## config.mk

```make
export PLATFORM = sky130hd
export DESIGN_NAME = wb_stage
export DESIGN_NICKNAME = d
export VERILOG_FILES = /design/src/rtl/wb_stage.sv
export SDC_FILE = /design/constraint.sdc
export NUM_CORES = 1
export LEC_CHECK = 0
export ABC_CLOCK_PERIOD_IN_PS = 6200
export CAP_MARGIN = 20
export CORE_MARGIN = 1
export CORE_UTILIZATION = 40
export DETAILED_ROUTE_END_ITERATION = 12
export GPL_ROUTABILITY_DRIVEN = 1
export GPL_TIMING_DRIVEN = 0
export PLACE_DENSITY = 0.64
export SYNTH_ARGS = -nofsm -noshare
export SYNTH_HDL_FRONTEND = slang
export SYNTH_SLANG_ARGS = --single-unit
```

## constraint.sdc

```tcl
create_clock -name clk -period 6.2 [get_ports clk]
set_input_delay 1.24 -clock clk [delete_from_list [all_inputs] [get_ports clk]]
set_output_delay 1.24 -clock clk [all_outputs]
set_load 0.005 [all_outputs]
```

## src/rtl/wb_stage.sv

```systemverilog
// Write-back stage: retires ALU results directly and completes loads on the
// memory read response, with one holding slot for an ALU result that collides with a load.
module wb_stage #(
  parameter int XLEN = 32
) (
  input  logic            clk,
  input  logic            rst,
  input  logic            in_valid,
  output logic            in_ready,
  input  logic [4:0]      in_rd,
  input  logic            in_wen,
  input  logic            in_is_load,
  input  logic [2:0]      in_funct3,
  input  logic [1:0]      in_addr_lo,
  input  logic [XLEN-1:0] in_result,
  input  logic            mem_rvalid,
  input  logic [XLEN-1:0] mem_rdata,
  output logic            we3,
  output logic [4:0]      wa3,
  output logic [XLEN-1:0] wd3,
  output logic            pend_valid,
  output logic [4:0]      pend_rd,
  output logic            retired,
  output logic            misalign_err,
  output logic [31:0]     retire_cnt
);

  typedef enum logic {S_IDLE, S_WAIT} state_e;

  state_e          state_q, state_d;
  logic [4:0]      cap_rd_q, cap_rd_d;
  logic            cap_wen_q, cap_wen_d;
  logic [2:0]      cap_f3_q, cap_f3_d;
  logic [1:0]      cap_lo_q, cap_lo_d;
  logic            hold_vld_q, hold_vld_d;
  logic [4:0]      hold_rd_q, hold_rd_d;
  logic            hold_wen_q, hold_wen_d;
  logic [XLEN-1:0] hold_data_q, hold_data_d;
  logic            we_q, we_d, ret_q, ret_d, mis_q, mis_d;
  logic [4:0]      wa_q, wa_d;
  logic [XLEN-1:0] wd_q, wd_d;
  logic            pend_q, pend_d;
  logic [4:0]      pend_rd_q;
  logic [31:0]     cnt_q;
  logic            xfer, ld_done;

  function automatic logic [XLEN-1:0] load_extract(input logic [2:0] f3,
                                                   input logic [1:0] lo,
                                                   input logic [XLEN-1:0] data);
    logic [XLEN-1:0] sh;
    sh = data >> {lo, 3'b000};
    case (f3)
      3'b000:  load_extract = {{(XLEN-8){sh[7]}}, sh[7:0]};
      3'b001:  load_extract = {{(XLEN-16){sh[15]}}, sh[15:0]};
      3'b100:  load_extract = {{(XLEN-8){1'b0}}, sh[7:0]};
      3'b101:  load_extract = {{(XLEN-16){1'b0}}, sh[15:0]};
      default: load_extract = data;
    endcase
  endfunction

  // Unsupported funct3 encodings are reported as misaligned.
  function automatic logic load_ok(input logic [2:0] f3, input logic [1:0] lo);
    case (f3)
      3'b000, 3'b100: load_ok = 1'b1;
      3'b001, 3'b101: load_ok = ~lo[0];
      3'b010:         load_ok = (lo == 2'b00);
      default:        load_ok = 1'b0;
    endcase
  endfunction

  assign in_ready = ~rst & ~hold_vld_q & ((state_q == S_IDLE) | mem_rvalid);
  assign xfer     = in_valid & in_ready;
  assign ld_done  = (state_q == S_WAIT) & mem_rvalid & ~hold_vld_q;

  always_comb begin
    state_d     = state_q;
    cap_rd_d    = cap_rd_q;
    cap_wen_d   = cap_wen_q;
    cap_f3_d    = cap_f3_q;
    cap_lo_d    = cap_lo_q;
    hold_vld_d  = hold_vld_q;
    hold_rd_d   = hold_rd_q;
    hold_wen_d  = hold_wen_q;
    hold_data_d = hold_data_q;
    we_d        = 1'b0;
    ret_d       = 1'b0;
    mis_d       = 1'b0;
    wa_d        = wa_q;
    wd_d        = wd_q;

    if (hold_vld_q) begin
      ret_d      = 1'b1;
      hold_vld_d = 1'b0;
      if (hold_wen_q && hold_rd_q != 5'd0) begin
        we_d = 1'b1;
        wa_d = hold_rd_q;
        wd_d = hold_data_q;
      end
    end else if (ld_done) begin
      ret_d   = 1'b1;
      state_d = S_IDLE;
      if (!load_ok(cap_f3_q, cap_lo_q)) begin
        mis_d = 1'b1;
      end else if (cap_wen_q && cap_rd_q != 5'd0) begin
        we_d = 1'b1;
        wa_d = cap_rd_q;
        wd_d = load_extract(cap_f3_q, cap_lo_q, mem_rdata);
      end
    end

    if (xfer) begin
      if (in_is_load) begin
        state_d   = S_WAIT;
        cap_rd_d  = in_rd;
        cap_wen_d = in_wen;
        cap_f3_d  = in_funct3;
        cap_lo_d  = in_addr_lo;
      end else if (ld_done) begin
        // The load owns the write port this cycle; park the ALU result.
        hold_vld_d  = 1'b1;
        hold_rd_d   = in_rd;
        hold_wen_d  = in_wen;
        hold_data_d = in_result;
      end else begin
        ret_d = 1'b1;
        if (in_wen && in_rd != 5'd0) begin
          we_d = 1'b1;
          wa_d = in_rd;
          wd_d = in_result;
        end
      end
    end

    pend_d = (state_d == S_WAIT) & cap_wen_d & (cap_rd_d != 5'd0);
  end

  // Control and architecturally visible registers
  always_ff @(posedge clk) begin
    if (rst) begin
      state_q    <= S_IDLE;
      hold_vld_q <= 1'b0;
      cap_rd_q   <= 5'd0;
      cap_wen_q  <= 1'b0;
      we_q       <= 1'b0;
      ret_q      <= 1'b0;
      mis_q      <= 1'b0;
      wa_q       <= 5'd0;
      wd_q       <= '0;
      pend_q     <= 1'b0;
      pend_rd_q  <= 5'd0;
      cnt_q      <= 32'd0;
    end else begin
      state_q    <= state_d;
      hold_vld_q <= hold_vld_d;
      cap_rd_q   <= cap_rd_d;
      cap_wen_q  <= cap_wen_d;
      we_q       <= we_d;
      ret_q      <= ret_d;
      mis_q      <= mis_d;
      wa_q       <= wa_d;
      wd_q       <= wd_d;
      pend_q     <= pend_d;
      pend_rd_q  <= cap_rd_d;
      cnt_q      <= cnt_q + {31'd0, ret_d};
    end
  end

  // Payload-only registers, qualified by state/hold_vld
  always_ff @(posedge clk) begin
    cap_f3_q    <= cap_f3_d;
    cap_lo_q    <= cap_lo_d;
    hold_rd_q   <= hold_rd_d;
    hold_wen_q  <= hold_wen_d;
    hold_data_q <= hold_data_d;
  end

  assign we3          = we_q;
  assign wa3          = wa_q;
  assign wd3          = wd_q;
  assign retired      = ret_q;
  assign misalign_err = mis_q;
  assign pend_valid   = pend_q;
  assign pend_rd      = pend_rd_q;
  assign retire_cnt   = cnt_q;

endmodule

```

==> reports/metrics.csv <==
metric;value;unit
drive_above_1_share;9.94;%
rsz0062_at_grt;false;
worst-path-max-fanout;6;
hold_depth;2;
portBuffers;158;
synth_flop_cell;dfxtp_1;
nFillCells;1347;
die_x;127;µm
grt_pass1_vias;5949;
rows;45;
holdPathEnd;wd3[7]$_SDFF_PP0_;
cp.arrival;2.78;ns
post_synth_num_cell_types;58;
grt.total_usage;26.7;%
first_pass_iters;5;
cts_resized;0;
utilization;57.0;%
reg2reg_to;retire_cnt[31]$_SDFF_PP0_;
htree_levels;4;
routed_via_density;5.65;
wl_per_cell;20.1;µm
post-cts-setup-buffer-count;0;
cap_violations;0;
regToRegStartpoint;hold_vld_q$_SDFF_PP0_;
synthArstFlopShare;0;%
grt_start_max_net_pins;17;
finalHoldViolations;0;
synth_area_per_cell;9.51;µm²
syn2layout_area_growth;38.1;%
start_util;41.3;%
fin_crit;4.02;ns
grt_pass1_wl;33000;µm
multi_input_area;3140;µm²
clock-sinks;124;
place_congestion;0.876;
ant_nets;0;
slew_viol_final;0;
max_freq;0.249;GHz
die_h;127;µm
synth_fa_ha_area_share;0.398;%
antenna_found_initial;0;
design_area;8700;µm²
slew_headroom;39.5;%
synth.cell_area;6290;µm²
cts_tree;done;
status;complete, no violations;
dpl_cell_area;8190;µm²
synth_edf_count;43;
muxShareOfSynthArea;7.14;%
clk_latency;0.42;ns
detailed_place_hpwl;16000;µm
synth_top_family_by_area;compound AO/OA/AOI/OAI gates;
layout.nets;925;
synth.net_count;744;
final_cell_mix;clkdlybuf4s50_1, dfxtp_1, nand2_1, nor2_1, a21oi_1;
final_common_cell;clkdlybuf4s50_1;
power_density;220;nW/µm²
crit_path_end_kind;output port;
ys_seq_elements;124;
drt_iter0_markers;463;
synthCells;662;
synth-xor-area-share;3.62;%
cts_buffers;17;
clockBufferDepth;2;
crit_required;4.96;ns
hold_path.class;flip-flop to flip-flop;
register_area;2910;µm²
cts_root_buf;clkbuf_16;
crit_type;input port to output port;
die_area;16200;µm²
period_share;64.8;%
finalWirelength;21400;µm
fin_skew;0.00953;ns
clk_pin_slew_worst_paths;0.06;ns
core;15300;µm²
n_antenna_cell;0;
ctsHoldBuffers;0;
route.detailed.drc;0;
grt_overflow;0;
synthSimpleGateAreaFrac;19.1;%
ir_drop;0.194;mV
setup_viol;0;
vias;6021;
ys_warn_count;0;
synth_compound_gate_area_share;19.6;%
cp-start-kind;input port;
r2r_setup_slack;2.54;ns
tightest_slew;0.903;ns
r2r.worst_path.cells;10;
ys_seq_area_share;46.3;%
pin_count;159;
hold_start;wd3[7]$_SDFF_PP0_;
cellLeakagePower;3.17;nW
-- metal layers --
layer / vias to the layer above / wire length [µm] / global-route usage (%) / share of wire (%)
met5: - / 0 / 0 / 0
met4: 0 / 394 / 10.8 / 1.8
met3: 29 / 1380 / 5.23 / 6.4
met2: 254 / 10200 / 44.3 / 48
met1: 2917 / 9450 / 34.2 / 44
li1: 2821 / - / - / -
-- kinds of logic after synthesis --
kind of cell,after synthesis
mux,40
flops,124
xor+xnor,26
fa+ha+maj,2
buf+inv,54
simple gates,244
compound gates,172
-- Yosys cell counts, types with 3 or more instances --
| library cell | number | area share [%] |
|---|---|---|
| clkbuf_1 | 24 | 1.4 |
| nor4_1 | 4 | 0.40 |
| a221oi_1 | 14 | 1.9 |
| nand2b_1 | 10 | 0.99 |
| a311oi_1 | 8 | 1.1 |
| edfxtp_1 | 43 | 21 |
| mux2_2 | 16 | 2.9 |
| dfxtp_1 | 81 | 26 |
| a221oi_2 | 4 | 0.95 |
| o221ai_1 | 6 | 0.83 |
| a211o_1 | 16 | 2.2 |
| nand2_1 | 80 | 4.8 |
| buf_2 | 13 | 1.0 |
| and4_1 | 4 | 0.56 |
| buf_4 | 3 | 0.36 |
| and3_1 | 13 | 1.3 |
| a31oi_1 | 7 | 0.70 |
| a21oi_1 | 59 | 4.7 |
| a211oi_1 | 25 | 3.0 |
| buf_1 | 6 | 0.36 |
| nor3_1 | 5 | 0.40 |
| o21ai_0 | 9 | 0.72 |
| a22oi_1 | 7 | 0.83 |
| mux2i_1 | 19 | 3.0 |
| xnor2_1 | 11 | 1.5 |
| nand3_1 | 13 | 1.0 |
| nor2_1 | 61 | 3.6 |
| inv_1 | 6 | 0.36 |
| o41ai_1 | 6 | 0.83 |
| nor2b_1 | 29 | 2.9 |
| nand4_1 | 10 | 0.99 |
| xor2_1 | 15 | 2.1 |
| mux2_4 | 3 | 0.72 |
-- stage by stage --
stage / power [W] / setup slack [ns] / instances / TNS [ns] / hold slack [ns]
after floorplan: 0.000951 / 1.43 / 662 / 0 / 0.465
after global placement: 0.00106 / -1.05 / 1031 / -39.88 / 0.502
after detailed placement: 0.00107 / 1.87 / 1035 / 0 / 0.513
after CTS: 0.00193 / 2.20 / 1066 / 0 / 0.519
after global routing: 0.00198 / 2.10 / 1066 / 0 / 0.551
final: 0.00192 / 2.18 / 1066 / 0 / 0.512
-- state kept, by name (all words and copies together), names as in the netlist, 2 cells and up --
signal	flops
cap_lo_q	2
hold_rd_q	5
retire_cnt	32
pend_rd	5
hold_data_q	32
wd3	32
wa3	5
cap_f3_q	3
-- worst max-delay path by stage --
stage                     startpoint                         to  slack, ns  cells past startpoint
after floorplan                  rst   hold_data_q[0]$_DFFE_PP_       1.43                      3
after global placement           rst  hold_data_q[29]$_DFFE_PP_      -1.05                      4
after detailed placement         rst  retire_cnt[31]$_SDFF_PP0_       1.87                     10
after CTS                        rst                   in_ready       2.20                      4
after global routing             rst  retire_cnt[31]$_SDFF_PP0_       2.10                     10
final                            rst                   in_ready       2.18                      4
-- report_power, final --
| group | total (W) | internal (W) | switching [W] |
|---|---|---|---|
| Clock | 0.000863 | 0.000515 | 0.000348 |
| Combinational | 0.000187 | 0.0000982 | 0.0000887 |
| Sequential | 0.000867 | 0.000855 | 0.0000120 |
| Total | 0.00192 | 0.00147 | 0.000448 |
-- cell type report --
cell class	count	area share, %
Clock buffer	24	5.31
Buffer	48	2.56
Inverter	6	0.259
Timing Repair Buffer	162	18.7
Sequential cell	124	33.5
Tap cell	211	3.04
Clock inverter	7	0.504
Multi-Input combinational cell	484	36.1
-- worst max-delay path, stage by stage --
cell	delay, ns
clkdlybuf4s50_1	0.56
nor2_2	0.25
and2_1	0.21
clkdlybuf4s50_1	0.52
Note: power is estimated with default switching activity, not from simulation.
